`config.mk`:
```
export PLATFORM = sky130hd
export DESIGN_NAME = ex_mem_stage
export DESIGN_NICKNAME = d
export VERILOG_FILES = /design/src/rtl/core_pipe_pkg.sv /design/src/rtl/pipe_skid_buf.sv /design/src/rtl/ex_mem_stage.sv
export SDC_FILE = /design/constraint.sdc
export NUM_CORES = 1
export LEC_CHECK = 0
export ABC_CLOCK_PERIOD_IN_PS = 1500
export CORE_MARGIN = 2
export CORE_UTILIZATION = 35
export DETAILED_ROUTE_END_ITERATION = 10
export GPL_ROUTABILITY_DRIVEN = 1
export MAX_ROUTING_LAYER = met4
export PLACE_DENSITY = 0.71
export SETUP_SLACK_MARGIN = 0.15
export SYNTH_ARGS = -nofsm -noshare
export SYNTH_HDL_FRONTEND = slang
export SYNTH_SLANG_ARGS = --single-unit
```
`constraint.sdc`:
```
create_clock -name clk -period 1.5 [get_ports clk]
set_input_delay 0.45 -clock clk [delete_from_list [all_inputs] [get_ports clk]]
set_output_delay 0.45 -clock clk [all_outputs]
set_load 0.005 [all_outputs]
```
`src/rtl/core_pipe_pkg.sv`:
```
// Shared types and defaults for the core pipeline registers.
package core_pipe_pkg;

  localparam int unsigned XLEN_DEF       = 64;
  localparam int unsigned REG_ADDR_W_DEF = 5;

  typedef enum logic [1:0] {
    MEM_B = 2'd0,
    MEM_H = 2'd1,
    MEM_W = 2'd2,
    MEM_D = 2'd3
  } mem_size_e;

  // Field order matches the flat packing used inside ex_mem_stage.
  typedef struct packed {
    logic [XLEN_DEF-1:0]       result;
    logic [REG_ADDR_W_DEF-1:0] rd_addr;
    logic                      rd_we;
    logic                      mem_valid;
    logic                      mem_rw;
    mem_size_e                 mem_size;
  } ex_mem_payload_t;

endpackage

```
`src/rtl/pipe_skid_buf.sv`:
```
// Generic two-entry valid/ready skid buffer on a flat W-bit payload.
// in_ready_o is registered, so out_ready_i has no combinational path to it.
module pipe_skid_buf #(
  parameter int unsigned W = 8
) (
  input  logic         clk,
  input  logic         rst,
  input  logic         flush_i,
  input  logic         in_valid_i,
  output logic         in_ready_o,
  input  logic [W-1:0] in_data_i,
  output logic         out_valid_o,
  input  logic         out_ready_i,
  output logic [W-1:0] out_data_o
);

  typedef enum logic [1:0] {StEmpty, StOne, StTwo} state_e;

  state_e       state_q, state_d;
  logic [W-1:0] main_q, main_d;
  logic [W-1:0] skid_q, skid_d;
  logic         ready_q, ready_d;
  logic         accept, pop;

  assign accept = in_valid_i & ready_q;
  assign pop    = (state_q != StEmpty) & out_ready_i;

  // State and entry registers.
  always_ff @(posedge clk) begin
    if (rst) begin
      state_q <= StEmpty;
      main_q  <= '0;
      skid_q  <= '0;
      ready_q <= 1'b1;
    end else begin
      state_q <= state_d;
      main_q  <= main_d;
      skid_q  <= skid_d;
      ready_q <= ready_d;
    end
  end

  // Next state and entry movement; flush empties both entries.
  always_comb begin
    state_d = state_q;
    main_d  = main_q;
    skid_d  = skid_q;
    if (flush_i) begin
      state_d = StEmpty;
      main_d  = '0;
      skid_d  = '0;
    end else begin
      unique case (state_q)
        StEmpty: begin
          if (accept) begin
            state_d = StOne;
            main_d  = in_data_i;
          end
        end
        StOne: begin
          if (accept && pop) begin
            main_d = in_data_i;
          end else if (accept) begin
            state_d = StTwo;
            skid_d  = in_data_i;
          end else if (pop) begin
            state_d = StEmpty;
            main_d  = '0;
          end
        end
        StTwo: begin
          if (pop) begin
            state_d = StOne;
            main_d  = skid_q;
            skid_d  = '0;
          end
        end
        default: begin
          state_d = StEmpty;
          main_d  = '0;
          skid_d  = '0;
        end
      endcase
    end
    // Ready next cycle means the skid slot will be free.
    ready_d = (state_d != StTwo);
  end

  // Outputs come straight from registers.
  always_comb begin
    out_valid_o = (state_q != StEmpty);
    out_data_o  = main_q;
    in_ready_o  = ready_q;
  end

endmodule

```
`src/rtl/ex_mem_stage.sv`:
```
// EX->MEM pipeline register with valid/ready handshake, flush and bubble zeroing.
// Define EX_MEM_SKID_EN to add a skid entry and register in_ready_o.
module ex_mem_stage
  import core_pipe_pkg::*;
#(
  parameter int unsigned XLEN       = XLEN_DEF,
  parameter int unsigned REG_ADDR_W = REG_ADDR_W_DEF
) (
  input  logic                  clk,
  input  logic                  rst,
  input  logic                  flush_i,
  input  logic                  in_valid_i,
  output logic                  in_ready_o,
  input  logic [XLEN-1:0]       result_i,
  input  logic [REG_ADDR_W-1:0] rd_addr_i,
  input  logic                  rd_we_i,
  input  logic                  mem_valid_i,
  input  logic                  mem_rw_i,
  input  logic [1:0]            mem_size_i,
  output logic                  out_valid_o,
  input  logic                  out_ready_i,
  output logic [XLEN-1:0]       result_o,
  output logic [REG_ADDR_W-1:0] rd_addr_o,
  output logic                  rd_we_o,
  output logic                  mem_valid_o,
  output logic                  mem_rw_o,
  output logic [1:0]            mem_size_o
);

  localparam int unsigned PW = XLEN + REG_ADDR_W + 5;

  logic [PW-1:0] in_pl;
  logic [PW-1:0] held_pl;
  logic [PW-1:0] out_pl;
  logic          held_valid;

  assign in_pl = {result_i, rd_addr_i, rd_we_i, mem_valid_i, mem_rw_i, mem_size_i};

`ifdef EX_MEM_SKID_EN
  pipe_skid_buf #(
    .W(PW)
  ) u_skid_buf (
    .clk         (clk),
    .rst         (rst),
    .flush_i     (flush_i),
    .in_valid_i  (in_valid_i),
    .in_ready_o  (in_ready_o),
    .in_data_i   (in_pl),
    .out_valid_o (held_valid),
    .out_ready_i (out_ready_i),
    .out_data_o  (held_pl)
  );
`else
  logic          valid_q;
  logic [PW-1:0] data_q;

  // Free when empty or when the held entry leaves this cycle.
  assign in_ready_o = ~valid_q | out_ready_i;

  // Single-entry register; flush drops both held and offered entries.
  always_ff @(posedge clk) begin
    if (rst || flush_i) begin
      valid_q <= 1'b0;
      data_q  <= '0;
    end else if (in_ready_o) begin
      valid_q <= in_valid_i;
      data_q  <= in_valid_i ? in_pl : '0;
    end
  end

  assign held_valid = valid_q;
  assign held_pl    = data_q;
`endif

  // Bubble rule: an empty stage presents an all-zero payload.
  always_comb begin
    out_valid_o = held_valid;
    out_pl      = held_valid ? held_pl : '0;
  end

  assign {result_o, rd_addr_o, rd_we_o, mem_valid_o, mem_rw_o, mem_size_o} = out_pl;

endmodule
```
# [Yosys cells after proc, flatten, opt, wreduce, memory -nomap -nowiden]
# Cells that the tools add are included.
[totals] word_cells=7 ff_bits=75 output_inout_bits=76
[op_classes] muxes=2 n_bitwise=2 n_reduce_logical=1
[ops] cell="$mux W74" count=2
[ops] cell="$logic_or A1 B1 Y1" count=1
[ops] cell="$not A1 Y1" count=1
[ops] cell="$or A1 B1 Y1" count=1

# [Depth between registers and ports, before layout]
# Gate-level depths: netlist of the first run.
[depth] ltp_word=2 mapped_depth=6

# [Least setup slack after synthesis of the first run]
# OpenSTA, ideal clock, no wires.
[synth_timing] kind="reg-to-output" startpoint="reg valid_q, in the netlist out_valid_o" endpoint="out result_o[10]" t_arrival_ps=956 stages_incl_launch_ff=4 slack_ps=94 cell_sequence="dfxtp_1 clkbuf_1 clkbuf_1 and2_1"
[synth_via] elab_chain_len=1
[synth_rtl] element="start, declared" line="ex_mem_stage.sv:54" source="logic valid_q;"
[synth_rtl] element="start signal, assigned" line="ex_mem_stage.sv:66" source="valid_q <= in_valid_i;"
[synth_rtl] element="$mux W74" line="ex_mem_stage.sv:78" source="out_pl = held_valid ? held_pl : '0;"
[synth_rtl] element="end, declared" line="ex_mem_stage.sv:22" source="output logic [XLEN-1:0] result_o,"
# No other way between the ends.

# [Worst setup path in the final report of the first run]
[layout_timing] startpoint="reg valid_q, in the netlist out_valid_o" endpoint="out in_ready_o"
[layout_via] elab_chain_len=2
[layout_rtl] element="$not A1 Y1" line="ex_mem_stage.sv:58" source="assign in_ready_o = ~valid_q | out_ready_i;"
[layout_rtl] element="$or A1 B1 Y1" line="ex_mem_stage.sv:58"
[layout_rtl] element="end, declared" line="ex_mem_stage.sv:13" source="output logic in_ready_o,"
# No other way between the ends.

==> reports/metrics.cfg, run 1 <==
[outcome]
status = finished, violations left
violations = negative setup slack

[clocking]
root_buffer = clkbuf_8
cts.clk_slew.worst_paths_ns = 0.07
cts_made_buffers = 9
cts_tree = done
htree_num_levels = 3
cts_sinks = 75
clkLatencyLatePin_ns = 0.33
clock_path_buffers = 2

[grt]
grtUsageTotal_pct = 18.8
grt_max_degree = 74
overflow = 0
antenna_found_initial = 0
grt_pass1_vias = 3058
grt_pass1_wl_um = 14700

[sta]
finClkSkew_ns = 0.0100
fin_ws_ns = -0.334
period_share_pct = 122
fmaxAchievable_mhz = 545
hold_viol = 0
finalHoldWorstSlack_ns = 0.447
rsz0062_at_grt = true
max_slew_margin_pct = 67.4
final.setup.tns_ns = -37.12
setup_viol = 151
finalCriticalPeriod_ns = 1.83
report.final.slew_viol_count = 0
worst_pin_slew_ns = 0.489

[layout]
fin_nets = 661
drive_gt1_share_pct = 35.7
antenna_cells = 0
stdcell_count = 694
fillers = 765
area_growth_syn_to_layout_pct = 77.5

[logic_synthesis]
synthTopCellsByArea = dfxtp_1 47%, nand2_1 17%, and2_1 15%, a21oi_1 10%, buf_6 2.8%
synth-async-reset-ratio_pct = 0
ys.flop_type = dfxtp_1
synth_common_cells = 148 x nand2_1, 75 x dfxtp_1, 74 x and2_1
syn-num-nets = 487
synth_area_per_cell_sq_um = 7.80
yosys.area.top_type_share_pct = 47.2
yosysWarnings = 0
seq_area_frac_synth_pct = 47.2
yosys_register_bits = 75
synth_most_common_cell = nand2_1
synth_edf_count = 0
syn_inst = 408
yosysTopAreaCell = dfxtp_1
syn_area_sq_um = 3180
ys_types = 13

[power_and_ir_drop]
total_power_mw = 4.14
irDropWorstVdd_mv = 0.388
p_switching_uw = 945
p_seq_share_pct = 50.3
pwr-share-comb_pct = 14.6
p_int_mw = 3.19
leakage_nw = 2.50
sw_frac_of_total_pct = 22.8
p_per_area_nw_per_um2 = 733
p_clk_share_pct = 35.1

[setup_path]
critical_path_arrival_ns = 1.38
crit_fanout = 6
cp.required_ns = 1.05
end_kind = output pin
r2r_end = data_q[39]
critPathKind = reg2out
crit_path_start_kind = flip-flop
r2r_start = out_valid_o
reg2reg_slack_ns = -0.29
worstRegToRegCells = 8

[floorplanning]
pin_count = 155
num_rows = 34
die_w_um = 99.3
die_h_um = 99.3
die_area_sq_um = 9870
initial_core_util_pct = 36.3
core_region_area_sq_um = 8760

[route]
drtIter0Drc = 92
wl_um = 9480
ant_nets = 0
wl_per_cell_um = 13.7
drc = 0
via_count = 3249
via_per_inst = 4.68
dr.pass1.iters = 5

[min_path]
hold_depth = 2
hold_class = reg2reg
min_to = data_q[50]
hp-start = data_q[50]

[placed_design]
dp.cells = 651
io_buffers = 154
dpl.hpwl_um = 5870
dpl_worst_slack_ns = -0.671
gp_congestion = 0.758

[flow_run]
max_cap_viol_count = 0

==> power by group through the flow <==
stage | clock (mW) | combinational (mW) | sequential [mW]
after detailed placement | 0 | 0.457 | 2.12
after floorplan | 0 | 0.184 | 2.11
after global routing | 1.59 | 0.645 | 2.09
final | 1.45 | 0.602 | 2.08
after CTS | 1.48 | 0.581 | 2.08
after global placement | 0 | 0.453 | 2.12
==> worst max path at each step <==
stage | cells after the start | start | to | slack [ns]
after detailed placement | 6 | out_ready_i | data_q[62] | -0.67
after floorplan | 3 | out_ready_i | in_ready_o | 0.15
final | 6 | out_valid_o | in_ready_o | -0.33
after global placement | 6 | out_ready_i | data_q[62] | -0.61
after CTS | 6 | out_valid_o | in_ready_o | -0.34
after global routing | 6 | out_valid_o | in_ready_o | -0.39
==> metal layers <==
metal	global-route usage, %	vias up	share of wire [%]
met5	-	-	0
met4	4.43	0	0.50
met3	3.72	5	5.2
met2	30.8	99	48
met1	24.2	1516	46
li1	-	1629	-
==> layout by cell type (no fill, tap or decap), drive strengths merged <==
cell           count
o21ai              1
dfxtp             75
inv                2
a21oi             74
and2b              1
clkdlybuf4s50     78
clkbuf            16
and2              74
nand2            148
clkdlybuf4s15      4
bufinv             1
nor2               1
buf              109
clkinv             2
==> flip-flops by register name, summed over array words and instances (netlist names) <==
| register | cells |
|---|---|
| data_q | 74 |
| out_valid_o | 1 |
==> metrics by stage <==
stage | area, sq um | util [%]
detailed placement | 4790 | 54.6
CTS | 5460 | 62.3
floorplan | 3180 | -
global placement | 4790 | 54.6
global route | 5650 | 64.4
finish | 5650 | 64.4
==> critical path, cell delays in order, from the launching register on <==
cell	delay [ns]
dfxtp_4	0.39
buf_12	0.14
buf_6	0.11
buf_6	0.10
and2b_4	0.17
inv_4	0.06
buf_6	0.09
==> final cells by class <==
cell class | instances | area [sq um] | area share, %
clock buffer | 12 | 135 | 2.39
clock inverter | 3 | 40.0 | 0.709
inverter | 2 | 10.0 | 0.177
multi-input combinational | 299 | 1620 | 28.7
sequential | 75 | 1510 | 26.7
tap | 108 | 135 | 2.39
timing repair buffer | 195 | 2200 | 39.0
==> cell families (layout without fill, tap and decap cells) <==
group	after synthesis	in the layout	share of synthesized area [%]
buf+inv	34	212	7.36
simple gates	224	224	32.5
compound gates	75	75	13.0
flops	75	75	47.2
==> repair_timing <==
| action | 4_1_cts | 5_1_grt |
|---|---|---|
| cloned | 7 | 1 |
| buffers inserted | 17 | 3 |
| setup endpoints to repair | 151 | 151 |
| hold buffers | 0 | 0 |
| gates resized for setup | 408 | 43 |
| pin swaps | 1 | 0 |
(Power assumes the default switching activity.)
==> run 2, diff against run 1 <==
CTS_CLUSTER_SIZE = 24   (was unset)
RECOVER_POWER = 100   (was unset)
==> results of run 2 <==
Final layout, timing and power as in run 1 (identical DEF).
==> run 3, diff against run 2 <==
ABC_AREA = 1   (was unset)
PLACE_DENSITY = 0.66   (was 0.71)
==> run 3 against run 2 <==
Effect of this change: register-to-register slack about the same; cell count grew 54%; critical endpoint is now result_o[63]; first-iteration DRC count increased by 85%; clock skew decreased by 0.0017 ns; utilization increased by 7.3 points; combinational power rose by 110%; highest routed layer unchanged; clock-buffer cell count fell by 2; sequential cell count did not move; design area grew 46%; the run still ends with negative setup slack left; global-route usage is 5.0 points higher; synthesized area grew 30%.
==> reports/metrics.cfg, run 3 <==
[logic_synthesis]
synth-compound-area-share_pct = 0.121  ; -13 points
synth_top_family_by_area = simple AND/OR/NAND/NOR gates
seq_area_frac_synth_pct = 36.4  ; -11 points
synth-async-reset-ratio_pct = 0  ; unchanged
yosys.area.top_type_share_pct = 36.4  ; -11 points
synth_common_cells = 296 x nand2_1, 148 x inv_1, 75 x dfxtp_1, 75 x nor2_1, 74 x nand3_1
syn_inst = 721  ; +77%
ys_types = 13  ; unchanged
syn_area_sq_um = 4130  ; +30%
yosys_register_bits = 75  ; unchanged
synth-xor-area-share_pct = 0  ; unchanged
synth_most_common_cell = nand2_1
yosysWarnings = 0  ; unchanged
synth-simple-area-share_pct = 43.0  ; +11 points
synthTopCellsByArea = dfxtp_1 36%, nand2_1 27%, inv_1 13%, nand3_1 9.0%, nor2_1 6.8%
yosysTopAreaCell = dfxtp_1
ys.flop_type = dfxtp_1
synthMuxAreaShare_pct = 0  ; unchanged
synth_area_per_cell_sq_um = 5.72  ; -27%
synth_fa_ha_area_share_pct = 0  ; unchanged
synth_edf_count = 0  ; unchanged
syn-num-nets = 800  ; +64%

[placed_design]
dp.cells = 986  ; +51%
dpl_worst_slack_ns = -0.538  ; +0.132 ns
io_buffers = 154  ; unchanged
dpl.hpwl_um = 6790  ; +16%
gp_congestion = 0.774  ; +2.2%
placed_area_sq_um = 5790  ; +21%

[clocking]
htree_num_levels = 3  ; unchanged
cts_made_buffers = 9  ; unchanged
cts_tree = done
root_buffer = clkbuf_16
cts.clk_slew.worst_paths_ns = 0.06  ; about the same
clkLatencyLatePin_ns = 0.33  ; about the same
clock_path_buffers = 2  ; unchanged
cts_sinks = 75  ; unchanged

[setup_path]
cpMostUsedCell = buf_6
crit_path_start_kind = flip-flop
cp_cell_sequence = buf_6, buf_6, buf_12, buf_12, nand2_4, inv_2, buf_6
cpPeakStageDelay_ns = 0.37  ; -0.02 ns
end_kind = output pin
crit_fanout = 6  ; unchanged
cp.required_ns = 1.05  ; about the same
critical_path_arrival_ns = 1.39  ; about the same
cp_slowest_cell = dfxtp_4
critPathKind = reg2out

[outcome]
violations = negative setup slack
status = finished, violations left

[route]
drtIter0Drc = 170  ; +85%
dr.pass1.iters = 4  ; -1
via_count = 4887  ; +50%
via_per_inst = 4.56  ; -2.6%
wl_per_cell_um = 14.3  ; +4.5%
wl_um = 15300  ; +61%
ant_nets = 0  ; unchanged
drc = 0  ; unchanged

[sta]
hold_viol = 0  ; unchanged
worst_pin_slew_ns = 0.279  ; -0.210 ns
rsz0062_at_grt = true
max_slew_margin_pct = 81.4  ; +14 points
period_share_pct = 123  ; +0.32 points
setup_viol = 150  ; -0.66%
finalCriticalPeriod_ns = 1.84  ; +0.00484 ns
fmaxAchievable_mhz = 544  ; -0.26%
finClkSkew_ns = 0.00836  ; -0.00167 ns
fin_ws_ns = -0.339  ; -0.00484 ns
finalHoldWorstSlack_ns = 0.550  ; +0.104 ns
report.final.slew_viol_count = 0  ; unchanged

[floorplanning]
die_area_sq_um = 12700  ; +28%
die_h_um = 113  ; +13%
die_w_um = 113  ; +13%
core_region_area_sq_um = 11500  ; +31%
pin_count = 155  ; unchanged
num_rows = 39  ; +15%
initial_core_util_pct = 36.0  ; -0.31 points

[layout]
final_common_cell = nand2_1
fin_nets = 1005  ; +52%
area_growth_syn_to_layout_pct = 99.5
antenna_cells = 0  ; unchanged
top_register = data_q
largest_reg_flops = 74  ; unchanged
drive_gt1_share_pct = 45.3  ; +9.7 points
final_cell_mix = 124 x nand2_1, 97 x nand2_2, 93 x inv_1, 76 x nand2_4, 76 x clkdlybuf4s50_1
postLayoutCoreUtil_pct = 71.8  ; +7.3 points
multi_input_area_sq_um = 2620  ; +62%
final_area_sq_um = 8230  ; +46%
stdcell_count = 1072  ; +54%
fillers = 915  ; +20%
seq_area_sq_um = 1510  ; unchanged

[grt]
grt_pass1_wl_um = 23500  ; +60%
grt_pass1_vias = 4508  ; +47%
overflow = 0  ; unchanged
antenna_found_initial = 0  ; unchanged
grtUsageTotal_pct = 23.9  ; +5.0 points
grt_max_degree = 57  ; -23%

[power_and_ir_drop]
irDropWorstVdd_mv = 0.598  ; +54%
p_per_area_nw_per_um2 = 675  ; -7.8%
leakage_nw = 4.69  ; +88%

[min_path]
hold_class = reg2reg

[flow_run]
max_cap_viol_count = 0  ; unchanged

## run 3: cell types whose count changed in the layout (fill, tap and decap cells not counted), sizes merged, moves of 4 or more
cell | before | now
and2 | 74 | 0
a21oi | 74 | 1
clkdlybuf4s15 | 4 | 0
clkbuf | 16 | 11
buf | 109 | 160
inv | 2 | 150
nor2 | 1 | 75
nand2 | 148 | 297
bufbuf | 0 | 5
nand3 | 0 | 74
## run 3: cells by family after synthesis
| group | Yosys count |
|---|---|
| AOI/OAI and AO/OA | 1 |
| and+or+nand+nor | 447 |
| buffers and inverters | 198 |
| DFF | 75 |
## run 3: worst max-delay path, delay by kind of cell (launching register included)
family | cells | cell delay [ns]
buffers and inverters | 6 | 0.63
DFF | 1 | 0.37
and+or+nand+nor | 1 | 0.05
## run 3: worst paths after layout
| check | from | endpoint | slack, ns | cells after the start |
|---|---|---|---|---|
| min reg2reg | data_q[72] | data_q[72] | 0.55 | 4 |
| max | out_valid_o | result_o[63] | -0.34 | 7 |
| max reg2reg | out_valid_o | data_q[31] | -0.29 | 13 |
| min | data_q[72] | data_q[72] | 0.55 | 4 |
## run 3: timing repair
item	4_1_cts	5_1_grt
pin swaps	6	21
setup endpoints to repair	151	151
gates resized for setup	507	221
setup buffers	37	6
hold buffers	0	0
gates cloned	28	1
## run 3: layout make-up
cell class / count / share of cell area (%)
Multi-Input combinational cell: 448 / 31.8
Timing Repair Buffer: 243 / 37.4
Inverter: 149 / 6.79
Clock buffer: 10 / 2.90
Tap cell: 143 / 2.17
Clock inverter: 4 / 0.623
Sequential cell: 75 / 18.3
## run 3: routing by layer
| layer | track usage, % | share of wire, % | vias to the layer above |
|---|---|---|---|
| met4 | 7.07 | 2.1 | 0 |
| li1 | - | - | 2482 |
| met1 | 30.4 | 44 | 2232 |
| met3 | 3.51 | 4.5 | 27 |
| met2 | 39.3 | 49 | 146 |
| met5 | - | 0 | - |
## run 3: metrics by stage
step	setup TNS (ns)	power, mW
final	-31.83	5.56
after global routing	-39.40	5.78
after CTS	-29.18	5.42
after detailed placement	-43.58	2.86
after global placement	-42.83	2.86
after floorplan	0	2.53
## run 3: power by group
| part | switching [mW] | leakage [nW] | internal (mW) |
|---|---|---|---|
| Sequential | 0.0626 | 0.612 | 2.06 |
| Combinational | 0.560 | 3.94 | 0.717 |
| Clock | 0.842 | 0.137 | 1.32 |
